## src/rtl/seq_machine_n.sv

```systemverilog
// seq_machine_n: N-bit Moore state machine stepping in hold/binary/Gray/shift modes, with target decode, wrap pulse and saturating target-entry count.
//   CLK      in   rising-edge clock
//   RESET    in   synchronous active-high reset
//   x        in   count direction (1 = up) or serial data in shift mode
//   mode     in   00 hold, 01 binary count, 10 Gray count, 11 shift
//   clr_hits in   synchronous clear of HITS, wins over a same-edge entry
//   F        out  S == TARGET
//   S        out  state register
//   WRAP     out  one-cycle pulse after a count crosses all-ones <-> 0
//   HITS     out  saturating count of entries into TARGET
module seq_machine_n #(
  parameter int WIDTH = 3,
  parameter logic [WIDTH-1:0] TARGET = WIDTH'(3'b110),
  parameter logic [WIDTH-1:0] RESET_STATE = '0,
  parameter int HIT_W = 4
) (
  input  logic             CLK,
  input  logic             RESET,
  input  logic             x,
  input  logic [1:0]       mode,
  input  logic             clr_hits,
  output logic             F,
  output logic [WIDTH-1:0] S,
  output logic             WRAP,
  output logic [HIT_W-1:0] HITS
);
  typedef enum logic [1:0] {HOLD = 2'b00, BIN = 2'b01, GRAY = 2'b10, SHIFT = 2'b11} mode_e;
  mode_e m;
  logic [WIDTH-1:0] g2b, bv, bn, sn;
  logic wrap_n;
  logic [HIT_W-1:0] hits_n;
  assign m = mode_e'(mode);
  assign F = S == TARGET;
  always_comb begin
    g2b = S;
    for (int i = WIDTH - 2; i >= 0; i--) g2b[i] = g2b[i+1] ^ S[i];
    bv = m == GRAY ? g2b : S;
    bn = x ? bv + WIDTH'(1) : bv - WIDTH'(1);
    sn = m == HOLD ? S : m == BIN ? bn : m == GRAY ? bn ^ (bn >> 1) : {S[WIDTH-2:0], x};
    wrap_n = (m == BIN || m == GRAY) && (x ? &bv : ~|bv);
    hits_n = clr_hits ? '0 : (sn == TARGET && S != TARGET && !(&HITS)) ? HITS + HIT_W'(1) : HITS;
  end
  always_ff @(posedge CLK) begin
    if (RESET) begin
      S <= RESET_STATE;
      WRAP <= 1'b0;
      HITS <= '0;
    end else begin
      S <= sn;
      WRAP <= wrap_n;
      HITS <= hits_n;
    end
  end
endmodule

```

## config.mk

```make
export PLATFORM = sky130hd
export DESIGN_NAME = seq_machine_n
export DESIGN_NICKNAME = d
export VERILOG_FILES = /design/src/rtl/seq_machine_n.sv
export SDC_FILE = /design/constraint.sdc
export NUM_CORES = 1
export LEC_CHECK = 0
export ABC_AREA = 1
export CORE_AREA = 2 2 39 41
export DETAILED_ROUTE_END_ITERATION = 10
export DIE_AREA = 0 0 41 43
export GPL_TIMING_DRIVEN = 0
export PLACE_DENSITY = 0.79
export SLEW_MARGIN = 15
export SYNTH_ARGS = -nofsm -noshare
export SYNTH_HDL_FRONTEND = slang
export SYNTH_SLANG_ARGS = --single-unit
```

## constraint.sdc

```tcl
create_clock -name CLK -period 5.3 [get_ports CLK]
set_input_delay 0.53 -clock CLK [delete_from_list [all_inputs] [get_ports CLK]]
set_output_delay 0.53 -clock CLK [all_outputs]
set_load 0.02 [all_outputs]
```

==> results.cfg <==
[logic_synthesis]
synth_area_sq_um = 658
ys_ff_latch = 8
synth_nets = 107
ys_seq_area_frac = 0.243
synth_cells = 95
synth_cell_type_count = 21
ys.warnings.count = 0
avgSynthCellArea_sq_um = 6.93

[global_routing]
grt_max_degree = 8
grt.total_usage = 0.207
grt_pass1_wl_um = 2460
grt_pass1_vias = 625
grt_overflow_total = 0
antenna_found_initial = 0

[final_layout]
fin_cells = 128
n_fill_cell = 142
utilization = 0.608
antennaDiodeCount = 0
syn2layout_area_growth_pct = 27.8
drive_gt1_frac = 0.152
final_cell_mix = nand2_1, clkdlybuf4s50_1, inv_1, a21oi_1, dfxtp_1
mostFrequentLayoutCell = nand2_1
fin_nets = 126

[floorplan]
die_y_um = 43
die_area_sq_um = 1760
die_x_um = 41
ios = 15
initial_utilization = 0.476
core-area_sq_um = 1380
num_rows = 14

[clock_tree]
cts_made_buffers = 3
cts_tree = built
clock-sinks = 8
ctsHtreeMaxLevel = 1
clockBufferDepth = 2
clk_pin_slew_worst_paths_ps = 50
clockRootBuffer = clkbuf_4
cts_setup_buffers = 0
post_cts_resized = 0
clk_latency_ps = 260
holdBufCountCts = 0

[power]
pwr_density_cell_nw_per_um2 = 216
p_leak_nw = 0.365
peakVddDrop_v = 0.000115

[route]
ant_nets = 0
routed_wl_um = 1350
via_count = 669
via_per_inst = 5.23
drcViolationCount = 0
routedWlPerCell_um = 10.6
drt-pass1-iter-count = 4
drt_iter0_markers = 8

[place]
hpwlAfterDp_um = 1110
place_inst = 125
place_congestion = 0.883
port_buffers = 14

[setup_path]
slowest_delay_ps = 480
required_ps = 5450
crit_path_frequent_cell = nand2_1
path_cells = clkdlybuf4s50_1 > inv_1 > ha_1 > o21ai_0 > inv_1 > fa_1 > inv_1 > nand2_1 > nand2_1 > nand2_1 > nand3b_1 > nand3_1 > nand2_1 > nand2_1 > nand2_2 > nand3_4 > nor2_1 > nor2_1
cp.arrival_ps = 3090
cp_slowest_cell = clkdlybuf4s50_1
r2r_setup_slack_ps = 2890
crit_fanout = 7
end_kind = flop
r2r_cells = 18
regToRegEndpoint = HITS[0]
criticalPathCategory = in -> reg
cp-start-kind = input port
r2r_start = S[2]

[worst_hold_path]
hold_start = HITS[1]
hold_class = reg -> reg
min_path_cells = 2
hold_end = HITS[1]

[run_status]
status = finished clean

[sta]
relSlewSlack = 0.827
tightest_slew_ps = 260
rsz0062_at_grt = no
setup_viol = 0
finalWorstPathRequiredPeriod_ps = 2930
clock.fmax_mhz = 341
fin_crit_sh = 0.553
hold_viol_final = 0
finalSetupTns_ps = 0
drv_slew = 0
finClkSkew_ps = 0.316

[run]
drv_cap = 0
worst max-delay path by stage:
stage	start	to	slack (ps)
2_1_floorplan	mode[0]	HITS[0]	2810
3_3_place_gp	mode[0]	HITS[0]	2170
3_5_place_dp	mode[0]	HITS[0]	2080
4_1_cts	mode[0]	HITS[0]	2360
5_1_grt	mode[0]	HITS[0]	2090
6_report	mode[0]	HITS[0]	2370
logic make-up (layout without fill, tap and decap cells):
kind of cell    Yosys count  after routing  share of synthesized area
simple gates             52             52                      0.418
xor+xnor                  2              2                     0.0266
buf+inv                  13             30                     0.0741
fa+ha+maj                 6              6                      0.125
flops                     8              8                      0.243
compound gates           14             14                      0.112
routing by layer:
layer / track usage / share of wire
met5: 0 / 0
met4: 0.0733 / 0.013
met3: 0.105 / 0.050
met2: 0.300 / 0.46
met1: 0.254 / 0.47
cell type report:
cell class	count	area, sq um	area share
clock buffers	3	22.5	0.0268
flip-flops and latches	8	160	0.190
well taps	16	20.0	0.0238
inverters	13	48.8	0.0580
repair buffers	14	140	0.167
multi-input cells	74	449	0.534
per-stage QoR:
stage          area (sq um)  setup WS (ps)  power [mW]  hold WS (ps)
2_1_floorplan           658           2810       0.116           562
3_3_place_gp            818           2170       0.134           486
3_5_place_dp            818           2080       0.136           500
4_1_cts                 841           2360       0.183           509
5_1_grt                 841           2090       0.197           547
6_report                841           2370       0.181           507
Yosys cell counts:
cell | instances | area share
fa_1 | 1 | 0.030
nand4_1 | 4 | 0.038
a31oi_1 | 1 | 0.0095
nand3_1 | 6 | 0.046
a21oi_1 | 9 | 0.068
inv_2 | 2 | 0.011
ha_1 | 5 | 0.095
nor2_4 | 1 | 0.017
o211ai_1 | 1 | 0.011
nand2_2 | 7 | 0.067
nor3_1 | 1 | 0.0076
o21ai_0 | 3 | 0.023
nand2_1 | 23 | 0.13
nand3b_1 | 1 | 0.011
dfxtp_1 | 8 | 0.24
xor2_1 | 1 | 0.013
xnor2_1 | 1 | 0.013
inv_1 | 11 | 0.063
nor2_1 | 5 | 0.029
nand3_4 | 1 | 0.027
nand3_2 | 3 | 0.046
power breakdown:
part,internal [mW],total [mW],switching [mW],leakage (nW)
combinational,0.0279,0.0676,0.0397,0.286
sequential,0.0634,0.0673,0.00389,0.0653
clock,0.0259,0.0466,0.0207,0.0138
registers in the layout, indices dropped and copies added, names as in the netlist:
| name | cells |
|---|---|
| HITS | 4 |
| S | 3 |
| WRAP | 1 |
worst max-delay path, delay by kind of cell:
family / cells / cell delay (ps)
and+or+nand+nor: 11 / 810
adders and majority gates: 2 / 750
AOI/OAI and AO/OA: 1 / 240
buffers and inverters: 4 / 750
No activity file was read; power rests on OpenSTA's default activity.
==> edit 1: new RTL, config.mk and constraints unchanged <==
Make the reset (`RESET`) asynchronous in one clocked block. Comments in the files are not updated.
--- a/src/rtl/seq_machine_n.sv
+++ b/src/rtl/seq_machine_n.sv
@@ -41,5 +41,5 @@
     hits_n = clr_hits ? '0 : (sn == TARGET && S != TARGET && !(&HITS)) ? HITS + HIT_W'(1) : HITS;
   end
-  always_ff @(posedge CLK) begin
+  always_ff @(posedge CLK or posedge RESET) begin
     if (RESET) begin
       S <= RESET_STATE;
Check against the original RTL: differs if RESET is asserted again (counterexample within 4 cycles, from zero or initial values and one cycle with RESET high); with RESET held inactive, the same outputs for 10 cycles.
==> edit 1 against the original RTL <==
- area after synthesis increased by 10%
- global-route usage increased by 1.3 points
- routed wire length increased by 16%
- design area increased by 8.2%
- setup slack improved by 0.033 ns
- critical path depth unchanged
- maximum frequency increased by 1.1%
- sequential cell count unchanged
- critical path type unchanged
- highest routed layer unchanged
Power is not compared: it rests on default switching activity, and its combinational part moved more than twofold at a synthesized area within 25%.
==> edit 1: results (changes against the original RTL) <==
Place
  – DP Area: 887.1 sq um (+8.4%)
  – Final HPWL DP: 1256 um (+13%)
  – Final Wtd Congestion: 0.7974 (-9.7%)

Synth
  – Commonest cells in the netlist: nand2_1 (20), inv_1 (17), nand3_1 (13), dfrtp_1 (8), nand4_1 (8)
  – Most used DFF post-synth: dfrtp_1
  – Sequential area share after synthesis: 0.2754 (+0.03204)
  – YS warnings: 0 (unchanged)
  – Unique masters post-synth: 23 (+9.5%)
  – Top post-synthesis cells by area: dfrtp_1 (28%), nand2_1 (10%), nand3_1 (9.0%)
  – Async SR Flop Fraction: 1.000 (+1.000)
  – Syn nets: 108 (+0.93%)

Finish
  – Fraction of area in multi-input gates: 0.4993 (-0.03491)
  – Buffers outside the clock class: 15 (+1)
  – Seq area share: 0.2201 (+0.02961)
  – Nonclk inv count: 18 (+5)
  – Final #Nets: 127 (+0.79%)
  – Seq cells: 8 (unchanged)
  – Layout cells sized above 1: 0.1579 (+0.006109)
  – Multi-input gates: 70 (-5.4%)
  – ClkCell Share: 0.02476 (-0.002026)
  – Register area: 200.2 sq um (+25%)
  – Fillcell total: 123 (-13%)
  – Signal buffers share of area: 0.1596 (-0.007107)

Worst setup path
  – CP max FO: 8 (+1)

Drt
  – 1st-iter DRT viols: 13 (+5)
  – Drt via density: 5.515 (+5.5%)
  – Post-Route WL: 1573 um (+16%)

Clock tree
  – Later-pin clock latency in the skew report: 0.25 ns

Timing
  – Setup Skew: 0.004286 ns (+0.003971 ns)

GRT
  – Largest net degree at the start of global routing: 9 (+1)
  – Global-route wire length before repair: 2622 um (+6.5%)
  – GRT met2 Usage: 0.3500 (+0.05000)
  – Routing usage on met1: 0.2770 (+0.02296)
  – GR Layer Usage met3: 0.03141 (-0.07330)
  – Number of global-route vias before repair: 629 (+0.64%)
  – Gr usage total: 0.2192 (+0.01251)

Status
  – Status: finished clean

Hold path
  – Min-delay worst type: input port to async pin
edit 1: power breakdown:
part / internal [mW] / switching, mW
clock: 0.0258 / 0.0199
sequential: 0.0697 / 0.0132
combinational: 0.0616 / 0.0972
total: 0.157 / 0.130
edit 1: path summary, 6_finish.rpt:
| kind | startpoint | endpoint | slack, ns | cells after the start |
|---|---|---|---|---|
| worst min-delay path | RESET | HITS[0] | 0.51 | 2 |
| min in group CLK | HITS[1] | HITS[1] | 0.58 | 2 |
| worst max-delay path | mode[0] | HITS[2] | 2.40 | 18 |
| max in group asynchronous | RESET | S[2] | 4.56 | 2 |
| worst max register to register | S[2] | HITS[2] | 2.94 | 16 |
| worst min register to register | HITS[1] | HITS[1] | 0.58 | 2 |
edit 1: metal layers:
metal | wire (um) | share of wire
met4 | 21 | 0.013
met5 | 0 | 0
met1 | 671 | 0.43
met2 | 806 | 0.51
met3 | 75 | 0.048
edit 1: through the flow:
step	setup slack (ns)	hold WS, ns	cells	power [mW]	utilization
finish	2.400	0.5136	130	0.2874	0.6573
global route	2.117	0.5495	130	0.3087	0.6573
CTS	2.386	0.5187	130	0.2890	0.6573
detailed placement	2.125	0.5576	127	0.2421	0.6410
global placement	2.194	0.5507	127	0.2385	0.6410
floorplan	2.839	0.3457	97	0.1959	-
edit 1: cell families (layout without fill, tap and decap cells):
logic type / Yosys count / after routing / share of synthesized area
and+or+nand+nor: 53 / 53 / 0.4079
adders and majority gates: 5 / 5 / 0.09639
buffers and inverters: 19 / 36 / 0.09981
DFF: 8 / 8 / 0.2754
AOI/OAI and AO/OA: 10 / 10 / 0.09639
xor gates and xnor gates: 2 / 2 / 0.02410
==> edit 2: new RTL, same settings <==
Made on the original files. Change the parameter `WIDTH` from 3 to 4.
--- a/src/rtl/seq_machine_n.sv
+++ b/src/rtl/seq_machine_n.sv
@@ -10,5 +10,5 @@
 //   HITS     out  saturating count of entries into TARGET
 module seq_machine_n #(
-  parameter int WIDTH = 3,
+  parameter int WIDTH = 4,
   parameter logic [WIDTH-1:0] TARGET = WIDTH'(3'b110),
   parameter logic [WIDTH-1:0] RESET_STATE = '0,
Ports: changed (resized S); port bits go from 15 to 16. No check against the original RTL was run, so the function may have changed too.
==> edit 2 against the original RTL <==
- routed wire length rose by 26%
- area after synthesis rose by 22%
- sequential cell count rose by 1
- power rose by 32%
- setup slack got worse by 0.27 ns
- design area rose by 19%
- clock power rose by 14%
- utilization rose by 11 points
- maximum frequency fell by 8.4%
==> edit 2: results (changes against the original RTL) <==
Status
  – Status: finished clean

GRT
  – Largest net degree at the start of global routing: 11 (+3)
  – Number of global-route vias before repair: 751 (+20%)
  – Global-route wire length before repair: 2877 um (+17%)

Synth
  – Top post-synthesis cells by area: dfxtp_1 (22%), ha_1 (11%), inv_1 (9.3%)

Worst setup path
  – Reg2reg start: S[3]
  – Worst-case reg-to-reg path depth: 20 (+2)
  – R2R Setup Slk: 2.25 ns (-0.64 ns)
  – Worst path max stage delay: 0.54 ns (+0.06 ns)
  – CP Capture Point: HITS[2]
  – Arr. time, crit path: 3.35 ns (+0.26 ns)

Drt
  – Post-Route WL: 1698 um (+26%)
  – WL per Instance: 11.03 um (+4.4%)

Pwr
  – Psw: 0.09441 mW (+47%)
  – Leakage power: 0.4633 nW (+27%)
  – VDD IR max: 189.4 uV (+64%)

Place
  – Placed instance count: 150 (+20%)
  – DP Area: 973.4 sq um (+19%)
  – Final HPWL DP: 1406 um (+26%)
  – Dpl ws: 1.825 ns (-0.2583 ns)
  – Port Buffers: 15 (+1)

Timing
  – Setup Skew: 0.007302 ns (+0.006987 ns)
  – Post-layout min period: 3.202 ns (+0.2695 ns)
  – Worst slew margin: 0.6136 (-0.2133)

Finish
  – Layout cells sized above 1: 0.1594 (+0.007635)
edit 2: cell types whose count changed after synthesis, moves of 2 or more:
cell / before / now
inv_1: 11 / 20
nand3_1: 6 / 13
nand2_1: 23 / 18
nor2_1: 5 / 10
nand4_1: 4 / 1
o21ai_2: 0 / 3
ha_1: 5 / 7
o21ai_0: 3 / 5
edit 2: layout make-up:
cell class | instances | area (sq um)
multi-input cells | 87 | 533.0
fillers | 123 | 384.1
flip-flops and latches | 9 | 180.2
repair buffers | 15 | 150.1
inverters | 22 | 82.58
clock buffers | 4 | 26.28
well taps | 16 | 20.02
plain buffers | 1 | 7.507
edit 2: worst min-delay path by stage:
| stage | end | slack (ns) | depth (start not counted) |
|---|---|---|---|
| final | HITS[1] | 0.51 | 2 |
| after global placement | HITS[1] | 0.49 | 2 |
| after global routing | HITS[1] | 0.56 | 2 |
| after detailed placement | HITS[1] | 0.50 | 2 |
| after floorplan | HITS[1] | 0.56 | 2 |
| after CTS | HITS[1] | 0.51 | 2 |
edit 2: per-layer routing:
metal  GRT usage  share of wire  vias up
li1            -              -      425
met1      0.2680           0.43      375
met2      0.3969           0.50       12
met3     0.03141          0.035        5
met4      0.1400          0.027        0
met5           0              0        -
edit 2: metrics by stage:
step,hold WS [ns],util
after CTS,0.5127,0.7224
after global routing,0.5588,0.7224
final,0.5133,0.7224
after floorplan,0.5623,-
after detailed placement,0.5015,0.7034
after global placement,0.4911,0.7034
edit 2: logic make-up after synthesis:
group | count (synthesis) | share of synthesized area
xor+xnor | 2 | 0.02181
simple gates | 55 | 0.3396
flops | 9 | 0.2243
compound gates | 22 | 0.1682
fa+ha+maj | 8 | 0.1340
buf+inv | 23 | 0.1122
edit 2: worst register-to-register path, cell delays in order (launching register included):
cell	delay, ns
dfxtp_1	0.37
inv_1	0.09
ha_1	0.30
inv_1	0.08
nand2_1	0.06
nand3_1	0.12
o21ai_0	0.24
fa_1	0.48
or2_1	0.23
nand2_2	0.09
inv_2	0.05
nand2_1	0.05
nand2_1	0.05
nand2_1	0.05
nand3_1	0.08
o21ai_2	0.10
nand3_2	0.11
nor2_4	0.17
nand2_2	0.10
nand2_1	0.07
a21oi_1	0.05
edit 2: power by group through the flow:
| stage | combinational (mW) | clock, mW | sequential, mW |
|---|---|---|---|
| after floorplan | 0.0754 | 0 | 0.0832 |
| after global routing | 0.123 | 0.0575 | 0.0781 |
| after detailed placement | 0.109 | 0 | 0.0790 |
| final | 0.109 | 0.0529 | 0.0776 |
| after CTS | 0.110 | 0.0549 | 0.0775 |
| after global placement | 0.107 | 0 | 0.0790 |
